--- config.mk ---
export PLATFORM = sky130hd
export DESIGN_NAME = fetch_decode_buffer
export DESIGN_NICKNAME = d
export VERILOG_FILES = /design/src/rtl/fetch_decode_buffer.sv
export SDC_FILE = /design/constraint.sdc
export NUM_CORES = 1
export LEC_CHECK = 0
export ABC_CLOCK_PERIOD_IN_PS = 1300
export CAP_MARGIN = 5
export CORE_ASPECT_RATIO = 0.6
export CORE_MARGIN = 3
export CORE_UTILIZATION = 40
export DETAILED_ROUTE_END_ITERATION = 7
export HOLD_SLACK_MARGIN = 0.06
export PLACE_DENSITY_LB_ADDON = 0.05
export SKIP_LAST_GASP = 1
export SYNTH_ARGS = -nofsm -noshare
export SYNTH_HDL_FRONTEND = slang
export SYNTH_SLANG_ARGS = --single-unit
--- constraint.sdc ---
create_clock -name Clk -period 1.3 [get_ports Clk]
set_input_delay 0.39 -clock Clk [delete_from_list [all_inputs] [get_ports Clk]]
set_output_delay 0.39 -clock Clk [all_outputs]
set_load 0.02 [all_outputs]
--- src/rtl/fetch_decode_buffer.sv ---
// fetch_decode_buffer
//   IF/ID pipeline register. Latches the fetched word, next PC and in-port data
//   every clock, holds on Stall, injects a NOP bubble on Flush, and joins
//   two-word instructions (opcode word + 16-bit immediate word) into a single
//   decode packet.
//
// Ports:
//   Clk        - clock, rising-edge
//   Rst        - synchronous active-high reset
//   In[63:0]   - fetch bus: [15:0] instr word, [47:16] next PC, [63:48] in-port
//   Stall      - hold all state and outputs
//   Flush      - discard contents, emit bubble (overrides Stall)
//   Out[79:0]  - packet: [15:0] instr, [31:16] imm, [63:32] next PC, [79:64] in-port
//   Valid      - Out carries a real instruction
//   ImmPending - opcode held, waiting for its immediate word
module fetch_decode_buffer #(
    parameter int unsigned IMM_BIT  = 0,
    parameter logic [15:0] NOP_WORD = 16'h0000
) (
    input  logic        Clk,
    input  logic        Rst,
    input  logic [63:0] In,
    input  logic        Stall,
    input  logic        Flush,
    output logic [79:0] Out,
    output logic        Valid,
    output logic        ImmPending
);

    typedef enum logic [0:0] {
        StFirst,
        StWaitImm
    } state_e;

    localparam logic [79:0] BubblePkt = {64'h0, NOP_WORD};

    state_e      state_q, state_d;
    logic [79:0] out_q, out_d;
    logic        valid_q, valid_d;
    logic [15:0] hold_instr_q, hold_instr_d;
    logic [15:0] hold_port_q, hold_port_d;

    always_comb begin
        state_d      = state_q;
        out_d        = out_q;
        valid_d      = valid_q;
        hold_instr_d = hold_instr_q;
        hold_port_d  = hold_port_q;

        if (Flush) begin
            state_d      = StFirst;
            out_d        = BubblePkt;
            valid_d      = 1'b0;
            hold_instr_d = 16'h0;
            hold_port_d  = 16'h0;
        end else if (!Stall) begin
            case (state_q)
                StFirst: begin
                    if (In[IMM_BIT]) begin
                        hold_instr_d = In[15:0];
                        hold_port_d  = In[63:48];
                        out_d        = BubblePkt;
                        valid_d      = 1'b0;
                        state_d      = StWaitImm;
                    end else begin
                        out_d   = {In[63:48], In[47:16], 16'h0000, In[15:0]};
                        valid_d = 1'b1;
                    end
                end
                StWaitImm: begin
                    // PC taken from the immediate word so return addresses skip it.
                    out_d   = {hold_port_q, In[47:16], In[15:0], hold_instr_q};
                    valid_d = 1'b1;
                    state_d = StFirst;
                end
                default: begin
                    state_d = StFirst;
                end
            endcase
        end
    end

    always_ff @(posedge Clk) begin
        if (Rst) begin
            state_q      <= StFirst;
            out_q        <= BubblePkt;
            valid_q      <= 1'b0;
            hold_instr_q <= 16'h0;
            hold_port_q  <= 16'h0;
        end else begin
            state_q      <= state_d;
            out_q        <= out_d;
            valid_q      <= valid_d;
            hold_instr_q <= hold_instr_d;
            hold_port_q  <= hold_port_d;
        end
    end

    assign Out        = out_q;
    assign Valid      = valid_q;
    assign ImmPending = (state_q == StWaitImm);

endmodule
==> reports/metrics.csv, run 1 <==
metric,value,unit
gp_congestion,0.789,
avgSynthCellArea,9.43,um^2
setup_slack,-0.148,ns
cts.htree.levels,4,
worstPathArrival,1.73,ns
max_clock_freq,0.691,GHz
hpwl,7830,um
cts-buffers-inserted,17,
p_int,0.00782,W
worstSkewPairLatency,0.41,ns
syn_to_final_growth,73.5,%
timing.slew.headroom,61.5,%
path_cells,buf_6 > or3b_4 > buf_8 > clkbuf_16 > nand2_1 > a21oi_2,
cap_violations,0,
cp.required,1.59,ns
antenna_cells,0,
timing.critical_path.from_type,flip-flop,
finalHoldViolations,0,
async_flop_share,0,%
netlist_area,4240,um^2
path_clk_slew,0.05,ns
pwr-share-seq,36.6,%
ant_nets,0,
rsz0062_at_grt,yes,
die_w,139,um
synth_fp_nets,518,
ios,150,
start_util,42.1,%
antenna_found_initial,0,
synth_top_area_share,53.8,%
grt_pass1_vias,3874,
core.rowCount,28,
fin_skew,0.0101,ns
setup_viol,104,
post-synth-top-count-cell,dfxtp_1,
grt_start_max_net_pins,58,
min-delay-start,hold_port_q[0]$_SDFFE_PP0P_,
synth_seq_cells,114,
cellPowerDensity,1350,nW/um^2
core-area,10100,um^2
grt_pass1_wl,20000,um
ir_drop,1.24,mV
wirelength,13500,um
cpPeakStageDelay,0.40,ns
r2r_slack,-0.15,ns
cp_max_fo,7,
clk_path_buf_depth,2,
leakagePower,2.89,nW
track_usage,21.3,%
status,"finished, violations left",
cts_tree,built,
synth_common_cells,"dfxtp_1 (114), nand2_1 (94), nor2b_1 (33), a21oi_1 (32), a22o_1 (32)",
p_clk_share,53.1,%
fin_crit_sh,111,%
dieArea,11900,um^2
cpLargestDelayFamily,simple AND/OR/NAND/NOR gates,
combPwrFrac,10.3,%
cp.depth,6,
synth_area_leader_cell,dfxtp_1,
die_height,85.8,um
nFillCells,696,
worstSetupPathType,flip-flop to flip-flop,
cts_sinks,114,
hold_path.class,flip-flop to flip-flop,
period_minus_slack,1.45,ns
yosysSeqAreaShare,53.8,%
tightestPinTransition,0.577,ns
numPortBuffers,149,
yosys_most_used_dff,dfxtp_1,
cts_root_buf,clkbuf_16,
maxSlewViolCount,0,
cp-end-kind,flip-flop,
whs_path_depth,2,
avgViaCountPerCell,5.03,
wire_per_inst,17.2,um
r2r_start,ImmPending$_SDFFE_PP0N_,
postLayoutCellArea,7360,um^2
slowest_stage,or3b_4,
place_area,5990,um^2
p_sw,0.00211,W
dp_slack,-1.17,ns
num_vias,3938,
layout-drive-gt1-share,45.4,%
worst-path-buf-inv,3,
synth.area.top_cells,"dfxtp_1 (54%), nand2_1 (8.3%), mux2i_1 (7.3%), a22o_1 (6.6%), nor2b_1 (4.9%)",
drc,0,
first_iter_violations,227,
yosys_warnings,0,
synth_edf_count,0,
ys_types,22,
firstDrtPassIters,4,
switching_share,21.2,%
num-nets-final,703,
synthCells,450,
failed_checks,negative setup slack,
cp-startpoint,ImmPending$_SDFFE_PP0N_,
r2r_cells,6,
grt_overflow,0,
==> flip-flops by register name (all words and copies together) (netlist names) <==
name	flops
Valid	1
Out	80
ImmPending	1
hold_instr_q	16
hold_port_q	16
==> power groups by stage <==
stage	Clock, W	Combinational [W]	Sequential [W]
after floorplan	0	0.000323	0.00374
final	0.00527	0.00103	0.00363
after global routing	0.00550	0.00110	0.00364
after detailed placement	0	0.000830	0.00369
after CTS	0.00533	0.000913	0.00362
after global placement	0	0.000819	0.00368
==> tightest hold or removal path: cells and delay by family (launching register included) <==
family             cells  cell delay (ns)
AOI/OAI and AO/OA      1             0.05
DFF                    1             0.31
and+or+nand+nor        1             0.06
==> placed cells by master (no fill, tap or decap), types with 17 or more instances in the layout <==
cell type        Yosys  final
nor2_1              20     19
nor2b_1             33     26
o21ai_0             31     19
mux2i_1             31     29
dfxtp_2              0     64
clkbuf_16            0     21
a22o_1              32     32
dfxtp_1            114     49
a21oi_1             32     20
buf_6                6     59
nand2_2              0     17
buf_4                2     58
clkdlybuf4s50_1      0     65
nand2_1             94     71
==> kinds of logic after synthesis <==
group | Yosys count | share of synthesized area (%)
AOI/OAI and AO/OA | 113 | 17.2
buffers and inverters | 39 | 5.28
DFF | 114 | 53.8
muxes | 31 | 7.31
and+or+nand+nor | 153 | 16.4
==> stage by stage <==
stage	std cells	hold slack [ns]	total power, W	util (%)	setup TNS (ns)
final	783	0.461	0.00993	73.0	-8.44
after global routing	783	0.474	0.0102	73.0	-13.49
after CTS	777	0.460	0.00986	66.9	-8.35
after detailed placement	729	0.454	0.00451	59.4	-85.89
after global placement	729	0.441	0.00450	59.4	-83.70
after floorplan	450	0.436	0.00407	-	-1.85
==> final cells by class <==
class                           instances  area [um^2]  area share (%)
Multi-Input combinational cell        298         2000            27.2
Tap cell                              135          169            2.29
Clock buffer                           22          464            6.30
Sequential cell                       114         2370            32.1
Inverter                                1         3.75          0.0510
Timing Repair Buffer                  203         2160            29.3
Clock inverter                         10          204            2.77
==> path summary, 6_finish.rpt <==
path | endpoint
setup / recovery | hold_instr_q[5]$_SDFFE_PP0P_
setup reg to reg | hold_instr_q[5]$_SDFFE_PP0P_
hold / removal | hold_port_q[0]$_SDFFE_PP0P_
hold reg to reg | hold_port_q[0]$_SDFFE_PP0P_
==> repair_timing <==
action,in CTS,in global routing
pin swaps,5,39
resized for setup,436,207
setup endpoints to repair,196,184
buffers inserted,13,4
cloned,4,6
hold buffers,0,0
==> per-layer routing <==
metal | wire length (um) | global-route usage [%] | up-vias | part of all wire (%)
li1 | - | - | 1918 | -
met1 | 6370 | 28.3 | 1889 | 47
met2 | 6130 | 32.9 | 111 | 46
met3 | 733 | 6.63 | 20 | 5.4
met4 | 226 | 7.90 | 0 | 1.7
met5 | 0 | 0 | - | 0
Note: power is estimated with default switching activity, not from simulation.
==> inputs of run 2 (changes only) <==
- CORE_UTILIZATION: 40 -> 30
- SLEW_MARGIN: not set -> 0
==> reports/metrics.csv, run 2 (synthesized netlist as in run 1, its figures left out) <==
metric,value,unit,change
status,"finished, violations left",,
failed_checks,negative setup slack,,
grt_start_max_net_pins,52,,-10%
syn_to_final_growth,71.2,%,
cts-buffers-inserted,17,,unchanged
postLayoutCellArea,7270,um^2,-1.3%
multi_input_area,2040,um^2,+1.8%
cts_tree,built,,
setup_viol,65,,-38%
hpwl,8390,um,+7.1%
cp-end-kind,flip-flop,,
layout_commonest_cell,nand2_1,,
avgViaCountPerCell,4.65,,-7.5%
dp_cells,786,,+7.8%
ctsHoldBuffers,0,,unchanged
grt_pass1_vias,3831,,-1.1%
period_minus_slack,1.43,ns,-0.0203 ns
dp_slack,-1.24,ns,-0.0701 ns
fin_crit_sh,110,%,-1.6 points
leakagePower,2.86,nW,-1.2%
cts.htree.levels,4,,unchanged
firstDrtPassIters,4,,unchanged
die_w,160,um,+15%
first_iter_violations,135,,-41%
path_clk_slew,0.06,ns,about the same
die_height,98.1,um,+14%
r2r_slack,-0.13,ns,+0.02 ns
final_cell_count_no_fill,831,,+6.1%
utilization,54.5,%,-18 points
timing.critical_path.from_type,flip-flop,,
drc,0,,unchanged
grt_overflow,0,,unchanged
cp_max_fo,15,,+8
maxSlewViolCount,0,,unchanged
wire_per_inst,16.8,um,-2.5%
ios,150,,unchanged
track_usage,17.4,%,-3.9 points
wirelength,13900,um,+3.5%
worstPathArrival,1.72,ns,about the same
hold_path.class,flip-flop to flip-flop,,
cts_sinks,114,,unchanged
cts_root_buf,clkbuf_16,,
final-seq-area,2360,um^2,-0.37%
finalHoldViolations,0,,unchanged
clk_path_buf_depth,2,,unchanged
max_clock_freq,0.701,GHz,+1.4%
core.rowCount,32,,+14%
largest_reg_flops,80,,unchanged
antenna_cells,0,,unchanged
numPortBuffers,149,,unchanged
num_vias,3868,,-1.8%
num-nets-final,699,,-0.57%
nFillCells,1195,,+72%
tightestPinTransition,0.519,ns,-0.0575 ns
dieArea,15700,um^2,+31%
layout-drive-gt1-share,44.1,%,-1.3 points
rsz0062_at_grt,yes,,
ant_nets,0,,unchanged
cap_violations,0,,unchanged
cp.required,1.59,ns,about the same
fin_tns_setup,-6.47,ns,+1.97 ns
setup_slack,-0.127,ns,+0.0203 ns
grt_pass1_wl,21200,um,+6.0%
final_cell_mix,"nand2_1 (67), buf_4 (65), clkdlybuf4s50_1 (63)",,
core-area,13300,um^2,+32%
worstSkewPairLatency,0.40,ns,about the same
start_util,31.8,%,-10 points
fin_skew,0.00698,ns,-0.00313 ns
antenna_found_initial,0,,unchanged
cellPowerDensity,1280,nW/um^2,-5.4%
gp_congestion,0.744,,-5.7%
ir_drop,0.766,mV,-38%
place_area,6100,um^2,+1.7%
worstSetupPathType,flip-flop to flip-flop,,
timing.slew.headroom,65.4,%,+3.8 points
## run 2: cell types whose count changed in the layout (fill, tap and decap cells not counted), moves of 5 or more
cell     delta
dfxtp_2     -7
nand2_2     -9
a21oi_1    -10
o21ai_0    +12
a22oi_1     +8
o21ai_1    -12
nand2_4    +13
dfxtp_1     +7
nor2b_1     +5
buf_4       +7
a21oi_2    +10
a22oi_2     -8
## run 2: final cells by class
| type | instances | share of cell area (%) |
|---|---|---|
| Tap cell | 187 | 3.22 |
| Sequential cell | 114 | 32.4 |
| Multi-Input combinational cell | 298 | 28.0 |
| Timing Repair Buffer | 199 | 28.1 |
| Inverter | 1 | 0.0517 |
| Clock buffer | 20 | 6.42 |
| Clock inverter | 12 | 1.77 |
## run 2: power by group
group | internal (W) | total [W] | switching [W]
Clock | 0.00297 | 0.00464 | 0.00167
Combinational | 0.000524 | 0.000995 | 0.000471
Sequential | 0.00358 | 0.00363 | 0.0000535
## run 2: metal layers
metal  vias up  GRT usage (%)  wire (um)
li1       1903              -          -
met1      1857           24.2       6920
met2        94           26.0       6080
met3        14           5.51        697
met4         0           5.11        233
met5         -              0          0
## run 2: repair_timing
item / in CTS / in global routing
buffers inserted: 8 / 0
setup endpoints to repair: 196 / 177
cloned: 5 / 1
pin swaps: 5 / 27
gates resized for setup: 456 / 156
## run 2: critical path: stages, from the launching register on
cell and delay (ns):
dfxtp_4 0.34, buf_6 0.13, or3b_4 0.49, nand2_4 0.14, buf_12 0.15, nor2b_1 0.06
## run 2: per-stage QoR
| stage | hold WS, ns | total power [W] |
|---|---|---|
| 3_5_place_dp | 0.448 | 0.00453 |
| 4_1_cts | 0.455 | 0.00931 |
| 3_3_place_gp | 0.442 | 0.00452 |
| 6_report | 0.452 | 0.00927 |
| 5_1_grt | 0.473 | 0.00962 |
| 2_1_floorplan | 0.436 | 0.00407 |
## run 2: path summary, 6_finish.rpt
path                                                      end                     startpoint  depth (start not counted)
worst min register to register  hold_instr_q[15]$_SDFFE_PP0P_  hold_instr_q[15]$_SDFFE_PP0P_                          2
worst min-delay path            hold_instr_q[15]$_SDFFE_PP0P_  hold_instr_q[15]$_SDFFE_PP0P_                          2
worst max register to register            Out[3]$_SDFFE_PP0N_        ImmPending$_SDFFE_PP0N_                          5
worst max-delay path                      Out[3]$_SDFFE_PP0N_        ImmPending$_SDFFE_PP0N_                          5
==> inputs of run 3 (changes only) <==
- PLACE_DENSITY: not set -> 0.63
- PLACE_DENSITY_LB_ADDON: 0.05 -> not set
==> reports/metrics.csv, run 3 (synthesized netlist as in run 1, its figures left out) <==
metric,value,unit,change
status,"finished, violations left",,
failed_checks,negative setup slack,,
cts_sinks,114,,unchanged
setup_viol,86,,+32%
first_iter_violations,135,,unchanged
timing.critical_path.from_type,flip-flop,,
final_cell_mix,"buf_6 (84), dfxtp_2 (73), nand2_1 (64)",,
layout-drive-gt1-share,50.5,%,+6.4 points
firstDrtPassIters,5,,+1
cpPeakStageDelay,0.35,ns,-0.14 ns
die_w,160,um,unchanged
leakagePower,3.00,nW,+4.9%
dieArea,15700,um^2,unchanged
start_util,31.8,%,unchanged
ir_drop,0.798,mV,+4.2%
maxSlewViolCount,0,,unchanged
r2r_start,ImmPending$_SDFFE_PP0N_,,
finalPower,0.00988,W,+6.6%
cellPowerDensity,1280,nW/um^2,+0.27%
grt_start_max_net_pins,51,,-1.9%
clk_path_buf_depth,2,,unchanged
worst-path-buf-inv,4,,+2
layout_commonest_cell,buf_6,,
hold_ws,0.461,ns,+0.00875 ns
num_vias,3950,,+2.1%
r2r-end,hold_instr_q[6]$_SDFFE_PP0P_,,
gp_congestion,0.707,,-4.9%
timing.slew.headroom,67.9,%,+2.6 points
fin_skew,0.00896,ns,+0.00198 ns
cts.htree.levels,4,,unchanged
min-delay-start,hold_port_q[15]$_SDFFE_PP0P_,,
gr-usage-met1,23.5,%,-0.71 points
cap_violations,0,,unchanged
r2r_slack,-0.19,ns,-0.06 ns
cp.depth,7,,+2
track_usage,17.3,%,-0.083 points
wirelength,14800,um,+6.1%
cts_root_buf,clkbuf_16,,
grt_pass1_vias,3917,,+2.2%
numPortBuffers,149,,unchanged
path_cells,buf_6 > buf_8 > nor3b_4 > buf_6 > buf_8 > nand2_1 > a21oi_2,,
worstSetupPathType,flip-flop to flip-flop,,
hold_path.class,flip-flop to flip-flop,,
largest_reg_flops,80,,unchanged
core-area,13300,um^2,unchanged
slowest_stage,dfxtp_4,,
grt_pass1_wl,21300,um,+0.65%
cp-end-kind,flip-flop,,
worstSkewPairLatency,0.41,ns,about the same
worstPathArrival,1.82,ns,+0.10 ns
syn_to_final_growth,82.0,%,
hpwl,8680,um,+3.4%
cp.required,1.64,ns,+0.05 ns
cp_max_fo,5,,-10
ctsHoldBuffers,0,,unchanged
finalHoldViolations,0,,unchanged
die_height,98.1,um,unchanged
grt_overflow,0,,unchanged
core.rowCount,32,,unchanged
fin_crit_sh,114,%,+4.7 points
period_minus_slack,1.49,ns,+0.0608 ns
ios,150,,unchanged
rsz0062_at_grt,yes,,
avgViaCountPerCell,4.68,,+0.55%
nFillCells,1081,,-9.5%
top_usage_layer,met2,,
ant_nets,0,,unchanged
cts_tree,built,,
endpoint,hold_instr_q[6]$_SDFFE_PP0P_,,
max_clock_freq,0.672,GHz,-4.1%
use_met2,26.8,%,+0.85 points
r2r_cells,7,,+2
cpLargestDelayFamily,buffers and inverters,,
wire_per_inst,17.5,um,+4.5%
setup_slack,-0.188,ns,-0.0608 ns
num-nets-final,712,,+1.9%
tightestPinTransition,0.481,ns,-0.0383 ns
antenna_found_initial,0,,unchanged
drc,0,,unchanged
cp-startpoint,ImmPending$_SDFFE_PP0N_,,
antenna_cells,0,,unchanged
path_clk_slew,0.06,ns,about the same
grt_use_met3,5.51,%,unchanged
cts-buffers-inserted,17,,unchanged
[run 3: changes by cell type in the layout (fill, tap and decap cells not counted), moves of 7 or more]
cell / change
buf_4: -25
dfxtp_2: +16
nand2_2: +14
nor2b_1: -9
buf_6: +29
a22oi_2: +7
a22oi_1: -7
nand2_4: -12
dfxtp_1: -17
nor2b_4: +10
[run 3: how the worst min path moves through the flow]
stage                                    endpoint  slack [ns]  depth (start not counted)
finish               hold_port_q[15]$_SDFFE_PP0P_        0.46                          2
global route         hold_instr_q[8]$_SDFFE_PP0P_        0.48                          2
CTS                  hold_instr_q[8]$_SDFFE_PP0P_        0.46                          2
detailed placement   hold_port_q[15]$_SDFFE_PP0P_        0.45                          2
global placement     hold_port_q[15]$_SDFFE_PP0P_        0.44                          2
floorplan           hold_instr_q[15]$_SDFFE_PP0P_        0.44                          2
[run 3: worst reg2reg max path, delay by kind of cell (launching register included)]
family                 cells  cell delay (ns)
AOI/OAI and AO/OA          1             0.14
buffers and inverters      4             0.56
and+or+nand+nor            2             0.35
DFF                        1             0.35
[run 3: layer usage]
layer / routed length (um) / share of wire (%) / vias to the layer above
met1: 7160 / 48 / 1903
li1: - / - / 1930
met3: 709 / 4.8 / 16
met2: 6720 / 45 / 101
met5: 0 / 0 / -
met4: 191 / 1.3 / 0
[run 3: repair_timing]
action                                  CTS  global route
pin swaps                                 5            32
gates cloned                              4             6
resized for setup                       505           167
endpoints found under the setup margin  195           177
setup buffers                            10            14
[run 3: cell type report]
class                           instances  area [um^2]  share of cell area [%]
Sequential cell                       114         2380                    30.8
Timing Repair Buffer                  212         2350                    30.4
Inverter                                1         3.75                  0.0486
Tap cell                              187          234                    3.03
Clock inverter                         15          231                    3.00
Multi-Input combinational cell        298         2100                    27.2
Clock buffer                           17          425                    5.51
[run 3: power breakdown]
part | internal (W) | switching (W) | total (W)
combinational | 0.000594 | 0.000504 | 0.00110
sequential | 0.00358 | 0.0000562 | 0.00363
clock | 0.00342 | 0.00173 | 0.00515
[run 3: per-stage QoR]
stage	std cells	utilization, %	TNS, ns	worst slack [ns]	cell area [um^2]
4_1_cts	827	52.4	-5.83	-0.114	6990
2_1_floorplan	450	-	-1.85	-0.0389	4260
5_1_grt	844	57.9	-12.41	-0.230	7720
6_report	844	57.9	-8.88	-0.188	7720
3_5_place_dp	781	45.4	-86.91	-1.18	6060
3_3_place_gp	781	45.4	-82.70	-1.09	6060
